File: config.mk
export PLATFORM = sky130hd
export DESIGN_NAME = decode_sequencer
export DESIGN_NICKNAME = d
export VERILOG_FILES = /design/src/rtl/decode_sequencer.sv
export SDC_FILE = /design/constraint.sdc
export NUM_CORES = 1
export LEC_CHECK = 0
export ABC_AREA = 1
export CORE_ASPECT_RATIO = 0.6
export CORE_UTILIZATION = 38
export CTS_BUF_LIST = sky130_fd_sc_hd__clkbuf_16
export DETAILED_ROUTE_END_ITERATION = 7
export MAX_ROUTING_LAYER = met4
export PLACE_DENSITY_LB_ADDON = 0.25
export SLEW_MARGIN = 20
export SYNTH_ARGS = -nofsm -noshare
export SYNTH_HDL_FRONTEND = slang
export SYNTH_SLANG_ARGS = --single-unit
File: constraint.sdc
create_clock -name clk -period 1.5 [get_ports clk]
set_clock_uncertainty 0.2 [all_clocks]
set_input_delay 0.3 -clock clk [delete_from_list [all_inputs] [get_ports clk]]
set_output_delay 0.3 -clock clk [all_outputs]
set_load 0.005 [all_outputs]
File: src/rtl/decode_sequencer.sv
// Registered instruction decoder: captures one instruction word, then walks the
// register-file port through read Rn / read Rm / write slots, one per cycle.
//
// state  | meaning
// IDLE   | waiting for an instruction
// RD_A   | read Rn (nsel=100)
// RD_B   | read Rm (nsel=001)
// WR     | write Rn (MOV imm) or Rd
// ILL    | unsupported encoding, one-cycle illegal pulse
module decode_sequencer #(
  parameter int DATA_W    = 16,
  parameter int BACK2BACK = 0
) (
  input  logic              clk,
  input  logic              rst_n,
  input  logic              in_valid,
  output logic              in_ready,
  input  logic [15:0]       instr,
  input  logic              stall,
  output logic [2:0]        nsel,
  output logic [2:0]        regnum,
  output logic              read_en,
  output logic              write_en,
  output logic              done,
  output logic              illegal,
  output logic [2:0]        opcode,
  output logic [1:0]        op,
  output logic [1:0]        aluop,
  output logic [1:0]        shift,
  output logic [DATA_W-1:0] sximm5,
  output logic [DATA_W-1:0] sximm8
);

  typedef enum logic [2:0] {
    S_IDLE = 3'd0,
    S_RD_A = 3'd1,
    S_RD_B = 3'd2,
    S_WR   = 3'd3,
    S_ILL  = 3'd4
  } state_t;

  state_t      state, state_nxt;
  logic [15:0] ir;
  logic        is_cmp, is_movi, final_slot, accept;
  logic        read_raw, write_raw;

  // Entry slot chosen from opcode/op of the word being accepted.
  function automatic state_t first_slot(input logic [4:0] code);
    case (code)
      5'b110_10:                       first_slot = S_WR;
      5'b110_00, 5'b101_11:            first_slot = S_RD_B;
      5'b101_00, 5'b101_10, 5'b101_01: first_slot = S_RD_A;
      default:                         first_slot = S_ILL;
    endcase
  endfunction

  assign is_cmp     = (ir[15:11] == 5'b101_01);
  assign is_movi    = (ir[15:11] == 5'b110_10);
  assign final_slot = (state == S_WR) || ((state == S_RD_B) && is_cmp);
  assign in_ready   = (state == S_IDLE) || ((BACK2BACK != 0) && final_slot && !stall);
  assign accept     = in_valid && in_ready;

  always_ff @(posedge clk) begin
    if (!rst_n) begin
      state <= S_IDLE;
      ir    <= '0;
    end else begin
      state <= state_nxt;
      if (accept) ir <= instr;
    end
  end

  always_comb begin
    state_nxt = state;
    nsel      = 3'b000;
    regnum    = 3'd0;
    read_raw  = 1'b0;
    write_raw = 1'b0;
    case (state)
      S_RD_A: begin
        nsel     = 3'b100;
        regnum   = ir[10:8];
        read_raw = 1'b1;
        if (!stall) state_nxt = S_RD_B;
      end
      S_RD_B: begin
        nsel     = 3'b001;
        regnum   = ir[2:0];
        read_raw = 1'b1;
        if (!stall) state_nxt = is_cmp ? S_IDLE : S_WR;
      end
      S_WR: begin
        nsel      = is_movi ? 3'b100 : 3'b010;
        regnum    = is_movi ? ir[10:8] : ir[7:5];
        write_raw = 1'b1;
        if (!stall) state_nxt = S_IDLE;
      end
      S_ILL: begin
        if (!stall) state_nxt = S_IDLE;
      end
      default: state_nxt = state;
    endcase
    // A back-to-back accept overrides the return to IDLE.
    if (accept) state_nxt = first_slot(instr[15:11]);
  end

  // Enables and done are masked during reset so nothing reaches the register file.
  assign read_en  = read_raw && rst_n;
  assign write_en = write_raw && rst_n;
  assign done     = final_slot && !stall && rst_n;
  assign illegal  = (state == S_ILL);

  assign opcode = ir[15:13];
  assign op     = ir[12:11];
  assign aluop  = ir[12:11];
  assign shift  = ir[4:3];
  assign sximm5 = {{(DATA_W-5){ir[4]}}, ir[4:0]};
  assign sximm8 = {{(DATA_W-8){ir[7]}}, ir[7:0]};

endmodule

; ---- Word-level counts from Yosys, hierarchy flattened
; Index checks and enable logic that the tools add are counted.
[totals]
in_bits = 20
output_inout_bits = 52
latch_bits = 0
ff_bits = 19
mem_bits_rw = 0
n_memories = 0
rom_bits = 0
[op_classes]
bitwise_logic = 0
add_sub_neg = 0
muxes = 13
div_mod_pow = 0
n_mul = 0
reduce_logical = 15
n_shift = 0
eq_ne = 15
n_lt_le_gt_ge = 0
[ops]
columns = cell, n
row1 = $eq A5 B5 Y1 const B, 8
row2 = $pmux W3 S3, 4
row3 = $mux W3, 6
row4 = $eq A3 B2 Y1 const B, 2
row5 = $logic_and A1 B1 Y1, 6
row6 = $ne A3 B3 Y1 const B, 2
row7 = $reduce_or A2 Y1, 3
row8 = $reduce_and A4 Y1, 1
row9 = $reduce_bool A4 Y1, 1
row10 = $eq A3 B1 Y1 const B, 1
row11 = $eq A3 B3 Y1 const B, 1
row12 = $logic_not A3 Y1, 1
row13 = $ne A3 B2 Y1 const B, 1
row14 = $reduce_or A3 Y1, 1
row15 = $mux W1, 2
row16 = $mux W2, 1
row17 = $logic_not A1 Y1, 1
row18 = $logic_or A1 B1 Y1, 1

; ---- Longest topological paths before layout
; Gate-level depths: netlist (run 1).
[depth]
ltp_word = 5
mapped_depth = 9
mapped_depth_nobuf = 9

; ---- Worst setup path after synthesis (run 1)
; Ideal clock, no wire load.
[synth_path]
kind = register to output
from = register ir[15]
to = output regnum[0]
arrival_ps = 930
setup_slack_ps = 70
path_stages_with_launch = 7
required_ps = 1000
path_cell_list = dfxtp_1 > inv_1 > nor2_1 > nand4_1 > o21ai_1 > nand2_1 > nand3_1
[synth_between]
elab_chain_len = 3
[synth_rtl]
columns = item, line_no
row1 = "start, declared", 43  ; logic [15:0] ir;
row2 = "start signal, assigned", 69  ; if (accept) ir <= instr;
row3 = $eq A5 B5 Y1, 58  ; assign is_movi = (ir[15:11] == 5'b110_10);
row4 = $mux W3, 94  ; regnum = is_movi ? ir[10:8] : ir[7:5];
row5 = $pmux W3 S3, 79  ; case (state)
row6 = "end, declared", 21  ; output logic [2:0] regnum,
; No other way between the ends.

; ---- Final worst setup path (run 1)
[layout_path]
from = register state[2]
to = output regnum[1]
[layout_between]
elab_chain_len = 2
word_cells_on_any_way = 4
classes_between = 3 x eq/ne / 1 x mux
[layout_rtl]
columns = item, line_no
row1 = "start, declared", 42  ; state_t state, state_nxt;
row2 = "start signal, assigned", 68  ; state <= state_nxt;
row3 = $eq A3 B2 Y1 / $eq A3 B1 Y1 (equally long branches), 79
row4 = $pmux W3 S3 (*), 79
; Mark *: on every way between the ends. The rest lies on a longest branch, timed or not.

==> parameters.txt, run 1 <==
Parameter                              Value

Worst setup path
  Critical path capture point type ... output port
  Required time reported for the critical path endpoint ... 1000 ps
  Arrival time of the worst setup path ... 1560 ps
  Maximum fanout count along the critical path ... 4
  Path type of the worst setup path ... flip-flop to output port
  CP startpoint kind ... flip-flop

Floorplanning
  Die boundary height ... 46.0 um
  Die outline width ... 75.4 um
  Starting density of the core ... 41.4%
  Die Area ... 0.00347 mm^2
  Number of placement rows ... 15
  Count of pins on the block boundary ... 72
  Core region area ... 0.00297 mm^2

Synthesis
  Async set or reset register ratio after synthesis ... 0%
  Post-synthesis net count ... 201
  Library cells used by synthesis ... 20
  Register bit total from synthesis ... 19
  Synthesized area per cell ... 6.79 um^2
  Number of warning messages in the yosys log ... 0
  Primary flip-flop cell chosen by synthesis mapping ... dfxtp_1
  Sequential share of the synthesized area ... 31.0%
  Syn Std Cell Area ... 0.00123 mm^2
  Synth Instances ... 181
  Post-synth EDFFs ... 0

Clocking
  CTS tree ... built
  Number of sinks handled by clock tree synthesis ... 19
  Clock-pin slew on the worst setup and hold paths ... 50 ps
  Max H-tree Level ... 1
  CTS root buf ... clkbuf_16
  Quantity of hold-fixing buffers added after cts ... 0
  Clk_lat worst skew ... 250 ps
  Number of buffers created by CTS ... 3
  Max Buffers Root-to-Sink ... 2

Power
  Switching power share of the total ... 42.6%
  VDD IR max ... 1.25 mV
  Pwr per Cell Area ... 1790 mW/mm^2
  Fraction of power consumed by combinational cells ... 70.7%
  Clk network pwr share ... 11.5%
  Share of power burned in registers ... 17.7%
  Switching Power ... 2.03 mW
  Static Leakage ... 1.34 nW
  Cell-internal power ... 2.73 mW

Run status
  Violated checks ... negative setup slack
  Run status ... finished, violations left

Detailed routing
  Residual DRC ... 0
  Post-Route WL ... 6.40 mm
  Drt via density ... 5.30
  Post-DRT Antenna Nets ... 0
  Number of search-and-repair iterations in the first detailed-routing pass ... 4
  Average routed wire per standard cell ... 20.6 um
  Vias ... 1647
  1st-iter DRT viols ... 83

STA
  Final worst path period share ... 137%
  Max-slew violation total from the final report ... 0
  Slew Limit Headroom ... 78.2%
  Final-report setup violation count ... 32
  Fmax ... 486 MHz
  Minimum setup slack in the final design ... -558 ps
  Setup repair after global routing missed its margin ... true
  Slew of the pin with the lowest slew margin ... 326 ps
  Hold violation total from the final report ... 0
  Crit path time final ... 2060 ps

Run
  Count of maximum capacitance violations ... 0

Global routing
  Overflow left after global routing ... 0
  Layer carrying the most global-route usage ... met2
  Global Route Usage Sum ... 31.2%
  Pin count of the biggest net entering global routing ... 15
  Antenna violations before repair ... 0
  Global-route wire length before repair ... 7.51 mm
  Met2 routing resource usage after global routing ... 53.8%
  M1 GR Usage ... 35.7%
  Global-route met3 utilization ... 6.64%
  Vias in the first global route ... 1524

Finish
  Utilization after layout ... 89.6%
  N_diodes ... 0
  Layout cells sized above 1 ... 63.9%
  Area growth syn-to-layout ... 116%
  Final net count ... 290

Placed design
  Final weighted congestion in routability-driven placement ... 0.788
  Port-buffer cells ... 71
  Pre-CTS WS ... -635 ps
  Hpwl dp ... 2.71 mm

Min path
  Class of the most critical hold timing path ... flip-flop to flip-flop
## path summary, 6_finish.rpt
kind,start,end,slack [ps],cells after the start
setup / recovery,state[2],regnum[1],-560,8
hold / removal,ir[9],ir[9],270,2
setup reg to reg,state[2],ir[13],-430,10
hold reg to reg,ir[9],ir[9],270,2
## power by group through the flow
stage | combinational [mW] | sequential (mW) | clock (mW)
floorplan | 0.974 | 0.780 | 0
global placement | 1.88 | 0.743 | 0
detailed placement | 1.93 | 0.746 | 0
CTS | 2.40 | 0.785 | 0.538
global route | 3.51 | 0.853 | 0.565
finish | 3.37 | 0.843 | 0.548
## cells in the final DEF, fill, tap and decap left out, types with 3 or more instances in the layout
| cell type | count |
|---|---|
| nand3_4 | 3 |
| o21ai_2 | 5 |
| nand2_1 | 17 |
| nor2_1 | 4 |
| buf_8 | 3 |
| buf_12 | 3 |
| nor2_2 | 6 |
| buf_6 | 21 |
| clkdlybuf4s50_1 | 18 |
| nand2_2 | 16 |
| clkdlybuf4s15_1 | 4 |
| buf_2 | 7 |
| a21oi_2 | 17 |
| dfxtp_1 | 3 |
| nand2_4 | 17 |
| nor2_4 | 4 |
| inv_1 | 6 |
| buf_4 | 34 |
| dfxtp_2 | 14 |
| clkbuf_16 | 3 |
| dlygate4sd2_1 | 38 |
| inv_2 | 4 |
## final cells by class
cell class	instances	area, um^2
clock buffer	3	75.1
inverter	13	71.3
tap	42	52.6
timing repair inverter	1	16.3
fill	136	308
multi-input combinational	104	848
timing repair buffer	128	1180
clock inverter	1	3.75
sequential	19	405
## metrics by stage
stage / TNS, ps / power, mW / area, um^2 / hold slack [ps] / cells
global placement: -7180 / 2.62 / 1950 / 253 / 287
CTS: -4450 / 3.72 / 2300 / 271 / 303
floorplan: 0 / 1.75 / 1230 / 236 / 181
global route: -9650 / 4.92 / 2660 / 288 / 311
finish: -8980 / 4.76 / 2660 / 273 / 311
detailed placement: -8090 / 2.68 / 1950 / 262 / 287
## cell families after synthesis
kind of cell | share of synthesized area [%]
buf+inv | 31.6
flops | 31.0
simple gates | 25.3
compound gates | 12.2
## worst max-delay path: stages, from the launching register on
cell and delay [ps]:
dfxtp_2 340, inv_4 80, buf_6 120, nand2_1 80, nor2_1 170, and2_4 210
nand2_1 90, nand3_1 100, buf_2 120
## per-layer routing
metal  vias up  part of all wire, %
li1        715                    -
met1       788                   39
met2       120                   50
met3        24                  7.5
met4         0                  3.4
met5         -                    0
## flip-flops by register name, summed over array words and instances (netlist names)
register and flops:
state 3, ir 16
## synthesized netlist by cell type, types with 2 or more instances
| cell type | n | area share, % |
|---|---|---|
| nor2_1 | 12 | 3.7 |
| nand4_1 | 2 | 1.0 |
| nor2_2 | 2 | 1.0 |
| a21oi_1 | 20 | 8.1 |
| buf_6 | 2 | 1.8 |
| o21ai_1 | 4 | 1.6 |
| dfxtp_1 | 19 | 31 |
| nand2_1 | 50 | 15 |
| o21ai_0 | 3 | 1.2 |
| inv_2 | 3 | 0.92 |
| nand3_1 | 6 | 2.4 |
| buf_4 | 41 | 25 |
| inv_1 | 10 | 3.1 |
## what timing repair did
action	in CTS	in global routing
setup buffers	13	16
pin swaps	21	31
resized for setup	181	82
setup endpoints to repair	71	34
gates cloned	1	1
No activity file was read; power rests on OpenSTA's default activity.
==> run 2: changes to the inputs <==
--- a/config.mk
+++ b/config.mk
@@ -9,6 +9,7 @@
 export CORE_ASPECT_RATIO = 0.6
 export CORE_UTILIZATION = 38
 export CTS_BUF_LIST = sky130_fd_sc_hd__clkbuf_16
+export CTS_CLUSTER_SIZE = 40
 export DETAILED_ROUTE_END_ITERATION = 7
 export MAX_ROUTING_LAYER = met4
 export PLACE_DENSITY_LB_ADDON = 0.25
==> results of run 2 <==
No change in the layout: final DEF, timing and power equal those of run 1.
==> run 3: changes to the inputs <==
--- a/config.mk
+++ b/config.mk
@@ -6,6 +6,7 @@
 export NUM_CORES = 1
 export LEC_CHECK = 0
 export ABC_AREA = 1
+export CAP_MARGIN = 20
 export CORE_ASPECT_RATIO = 0.6
 export CORE_UTILIZATION = 38
 export CTS_BUF_LIST = sky130_fd_sc_hd__clkbuf_16
==> results of run 3 <==
No change in the layout: final DEF, timing and power equal those of run 1.
==> variant 1, RTL diff (flow settings as in run 2) <==
Re-encode `state_t` (5 states) as one-hot, 5 bits wide.
--- a/src/rtl/decode_sequencer.sv
+++ b/src/rtl/decode_sequencer.sv
@@ -31,12 +31,12 @@
   output logic [DATA_W-1:0] sximm8
 );
 
-  typedef enum logic [2:0] {
-    S_IDLE = 3'd0,
-    S_RD_A = 3'd1,
-    S_RD_B = 3'd2,
-    S_WR   = 3'd3,
-    S_ILL  = 3'd4
+  typedef enum logic [4:0] {
+    S_IDLE = 5'b00001,
+    S_RD_A = 5'b00010,
+    S_RD_B = 5'b00100,
+    S_WR   = 5'b01000,
+    S_ILL  = 5'b10000
   } state_t;
 
   state_t      state, state_nxt;
Behaviour: no difference found for any inputs over 10 cycles, from zero or initial values and one cycle with rst_n low; not proved beyond that.
==> variant 1 against run 2 <==
The flow still finishes with violations (setup timing). Final cell count grew 10%. Hold slack gained 13 ps. Synthesized area grew 10%. Clock power grew 10%. Sequential cell count grew 2. Total power grew 13%. Synthesized cell count grew 11%. Die area grew 9.9%. Wire length shrank 4.1%. Design area grew 5.4%. Count of clock-buffer cells in the layout is the same. Setup slack lost 41 ps. Critical path type unchanged.
==> variant 1: results (changes against run 2) <==
comb_multi_in -> 114 (+9.6%)
worst hold slack -> 286 ps (+12.8 ps)
routability cong. -> 0.895 (+14%)
reg-to-reg setup timing slack -> -550 ps (-120 ps)
syn_nets -> 221 (+10%)
share of cells above drive strength 1 -> 56.4% (-7.6 points)
sequential share of the synthesized area -> 31.0% (+0.068 points)
DR WL/cell -> 17.9 microns (-13%)
R2R depth -> 14 (+4)
Max VDD drop -> 0.00114 V (-8.5%)
signal buffers share of area -> 46.4% (+1.9 points)
storage element area -> 445 sq um (+9.9%)
Cells after DPL -> 312 (+8.7%)
gate count after technology mapping -> 201 (+11%)
pre-CTS setup slack -> -586 ps (+49.2 ps)
setup TNS -> -14,570 ps (-5590 ps)
met2 global-route usage -> 52.9% (-0.82 points)
violated checks -> setup timing
Global Route met1 Usage -> 35.4% (-0.24 points)
DP HPWL -> 2950 microns (+8.8%)
first-pass GRT wire length -> 8040 microns (+7.1%)
clk cell area share -> 2.86% (-0.11 points)
Final #Nets -> 319 (+10%)
Compound-Gate Fraction of Synth Area -> 13.5% (+1.3 points)
count of cell types in the netlist -> 21 (+5.0%)
Non-clk invs -> 21 (+7)
final-layout fill cell count -> 175 (+29%)
Slew headroom -> 78.8% (+0.63 points)
Synth area leaders -> dfxtp_1, buf_4, nand2_1, a21oi_1, inv_1
via count -> 1,771 (+7.5%)
status -> finished with violations
leakage power -> 0.00135 uW (+0.62%)
vias in the first global route -> 1,664 (+9.2%)
multi-input combinational area share -> 29.4% (-2.5 points)
Setup violations, final -> 32 (unchanged)
worst endpoint data arrival time -> 1600 ps (+40 ps)
wirelength, routed -> 6140 microns (-4.1%)
Worst Slack Setup Final -> -599 ps (-40.7 ps)
GR Util All Layers -> 30.0% (-1.2 points)
CP max stage cell -> dfxtp_4
FF+latch count, synth -> 21 (+2)
## variant 1: cell count changes after synthesis, sizes merged, moves of 2 or more
cell,delta
o21ai,+4
dfxtp,+2
inv,+7
o221ai,+3
nand2,-7
nor2,+7
clkbuf,+2
or2,+2
## variant 1: logic make-up (layout without fill, tap and decap cells)
group,after synthesis,count (layout)
buffers and inverters,67,163
AOI/OAI and AO/OA,34,34
DFF,21,21
and+or+nand+nor,79,80
## variant 1: worst min-delay path, stage by stage, from the launching register on
cell,delay (ps)
dfxtp_2,330
nand2_1,80
a21oi_2,40
## variant 1: timing repair
action	in CTS	in global routing
setup buffers	22	6
cloned	4	0
setup endpoints to repair	73	49
hold buffers	0	0
hold endpoints to repair	0	0
pin swaps	31	14
resized for setup	191	48
## variant 1: metal layers
layer | vias up | share of wire [%]
met3 | 20 | 10
li1 | 802 | -
met5 | - | 0
met4 | 0 | 2.3
met1 | 841 | 40
met2 | 108 | 47
## variant 1: report_power, final
group | internal [uW] | leakage [uW] | switching [uW]
Clock | 360 | 0.0000409 | 243
Sequential | 796 | 0.000179 | 181
Combinational | 2060 | 0.00113 | 1760
## variant 1: worst paths after layout
| check | from | end |
|---|---|---|
| worst max register to register | state[0] | state[2] |
| worst min-delay path | ir[4] | ir[4] |
| worst min register to register | ir[4] | ir[4] |
| worst max-delay path | state[2] | read_en |
## variant 1: stage by stage
step	cell area (sq um)	power, uW
6_report	2800	5390
2_1_floorplan	1360	2150
3_5_place_dp	2140	3340
5_1_grt	2800	5650
3_3_place_gp	2140	3310
4_1_cts	2670	4950
==> variant 2, RTL diff (flow settings as in run 2) <==
Without the edit above. `DATA_W`: 16 -> 18.
--- a/src/rtl/decode_sequencer.sv
+++ b/src/rtl/decode_sequencer.sv
@@ -8,7 +8,7 @@
 // WR     | write Rn (MOV imm) or Rd
 // ILL    | unsupported encoding, one-cycle illegal pulse
 module decode_sequencer #(
-  parameter int DATA_W    = 16,
+  parameter int DATA_W    = 18,
   parameter int BACK2BACK = 0
 ) (
   input  logic              clk,
Ports: changed (resized sximm5 and sximm8); port bits go from 72 to 76. No check against the original RTL was run, so the function may have changed too.
==> variant 2 against run 2 <==
The run still ends with setup timing left. Final cell count increased by 2.3%. Design area increased by 2.8%. Wire length increased by 4.7%. Clock power increased by 4.6%. Register-to-register slack improved by 230 ps. Sequential cell count unchanged. Total power increased by 3.3%. Via count increased by 4.3%. Combinational power increased by 3%. Synthesized area increased by 2.4%. Synthesized cell count increased by 2.2%. Setup slack got worse by 53 ps. Sequential power increased by 1%. Critical path type unchanged. Critical endpoint is now regnum[2]. Highest routed layer unchanged.
==> variant 2: results (changes against run 2) <==
status -> finished with violations
violated checks -> setup timing
Cells after DPL -> 288 (+0.35%)
largest net degree at the start of global routing -> 17 (+2)
initial drt markers -> 120 (+45%)
Setup violations, final -> 33 (+3.1%)
drt pass-1 iters -> 5 (+1)
Worst Slack Setup Final -> -611 ps (-53.0 ps)
met3 Use GR -> 7.33% (+0.69 points)
GR Util All Layers -> 28.2% (-3.0 points)
first-pass GRT wire length -> 7110 microns (-5.3%)
met2 global-route usage -> 52.8% (-0.96 points)
Worst Path Max Fanout -> 3 (-1)
Slew headroom -> 81.2% (+3.0 points)
Max VDD drop -> 0.00121 V (-3.2%)
Port-buffer cells -> 75 (+5.6%)
origin of the worst setup path -> ir[15]
via/cell ratio -> 5.40 (+2.0%)
synth cell count leaders -> nand2_1, buf_4, a21oi_1
DP HPWL -> 2730 microns (+0.81%)
Synth area leaders -> dfxtp_1, buf_4, nand2_1, a21oi_1, nor2_1
routability cong. -> 0.806 (+2.3%)
reg-to-reg setup timing slack -> -200 ps (+230 ps)
syn avg cell area -> 6.80 sq um (+0.23%)
share of cells above drive strength 1 -> 65.9% (+2.0 points)
Final #Nets -> 297 (+2.4%)
wirelength, routed -> 6700 microns (+4.7%)
Hold Startpoint -> instr[15]
vias in the first global route -> 1,528 (+0.26%)
syn_nets -> 205 (+2.0%)
leakage power -> 0.00137 uW (+2.5%)
sequential share of the synthesized area -> 30.2% (-0.74 points)
Global Route met1 Usage -> 27.9% (-7.7 points)
DR WL/cell -> 21.1 microns (+2.4%)
switching power -> 2150 uW (+5.8%)
worst hold path class -> primary input to flop
R2R depth -> 8 (-2)
pre-CTS setup slack -> -621 ps (+14.4 ps)
==> variant 2: changes by cell type after synthesis, sizes merged <==
cell | before | now
buf | 44 | 48
==> variant 2: through the flow <==
step                      setup TNS (ps)  cell area [sq um]
final                              -6970               2730
after global routing               -8460               2730
after CTS                          -6200               2360
after detailed placement           -8140               1970
after global placement             -7130               1970
after floorplan                        0               1260
==> variant 2: cells by family (layout without fill, tap and decap cells) <==
group	count (synthesis)	in the layout	share of synthesized area, %
AOI/OAI and AO/OA	29	29	11.9
buffers and inverters	62	153	33.2
and+or+nand+nor	75	75	24.7
DFF	19	19	30.2
==> variant 2: what timing repair did <==
item	CTS	global route
setup buffers	27	9
endpoints found under the setup margin	75	49
pin swaps	17	40
gates cloned	2	1
resized for setup	188	118
==> variant 2: worst reg2reg max path, cell delays in order (launching register included) <==
cell and delay (ps):
dfxtp_4 370, buf_6 150, nor2_4 130, buf_6 120, nand3_4 170, buf_6 200
clkinv_8 80, nand2_4 50, a21oi_2 150
==> variant 2: cell type report <==
class                   count  area [sq um]  share of cell area [%]
clock buffers               3          75.1                    2.75
flip-flops and latches     19           410                    15.0
clock inverters             1          3.75                   0.137
inverters                  13          73.8                    2.70
multi-input cells         104           857                    31.4
well taps                  42          52.6                    1.92
repair buffers            135          1240                    45.5
repair inverters            1          16.3                   0.596
==> variant 2: worst min path at each step <==
stage	endpoint	slack, ps	depth (start not counted)
3_3_place_gp	ir[9]	250	2
2_1_floorplan	state[0]	240	2
6_report	ir[15]	250	3
3_5_place_dp	ir[8]	270	2
4_1_cts	ir[10]	290	2
5_1_grt	ir[15]	250	3
==> variant 2: per-layer routing <==
metal | vias to the layer above | part of all wire (%)
met5 | - | 0
li1 | 727 | -
met2 | 146 | 48
met4 | 0 | 4.4
met1 | 802 | 38
met3 | 42 | 9.9
==> variant 2: power by group through the flow <==
stage	sequential, uW	combinational [uW]	clock (uW)
final	855	3480	573
after floorplan	784	1010	0
after global routing	864	3600	599
after detailed placement	753	1950	0
after global placement	742	1900	0
after CTS	810	2500	545
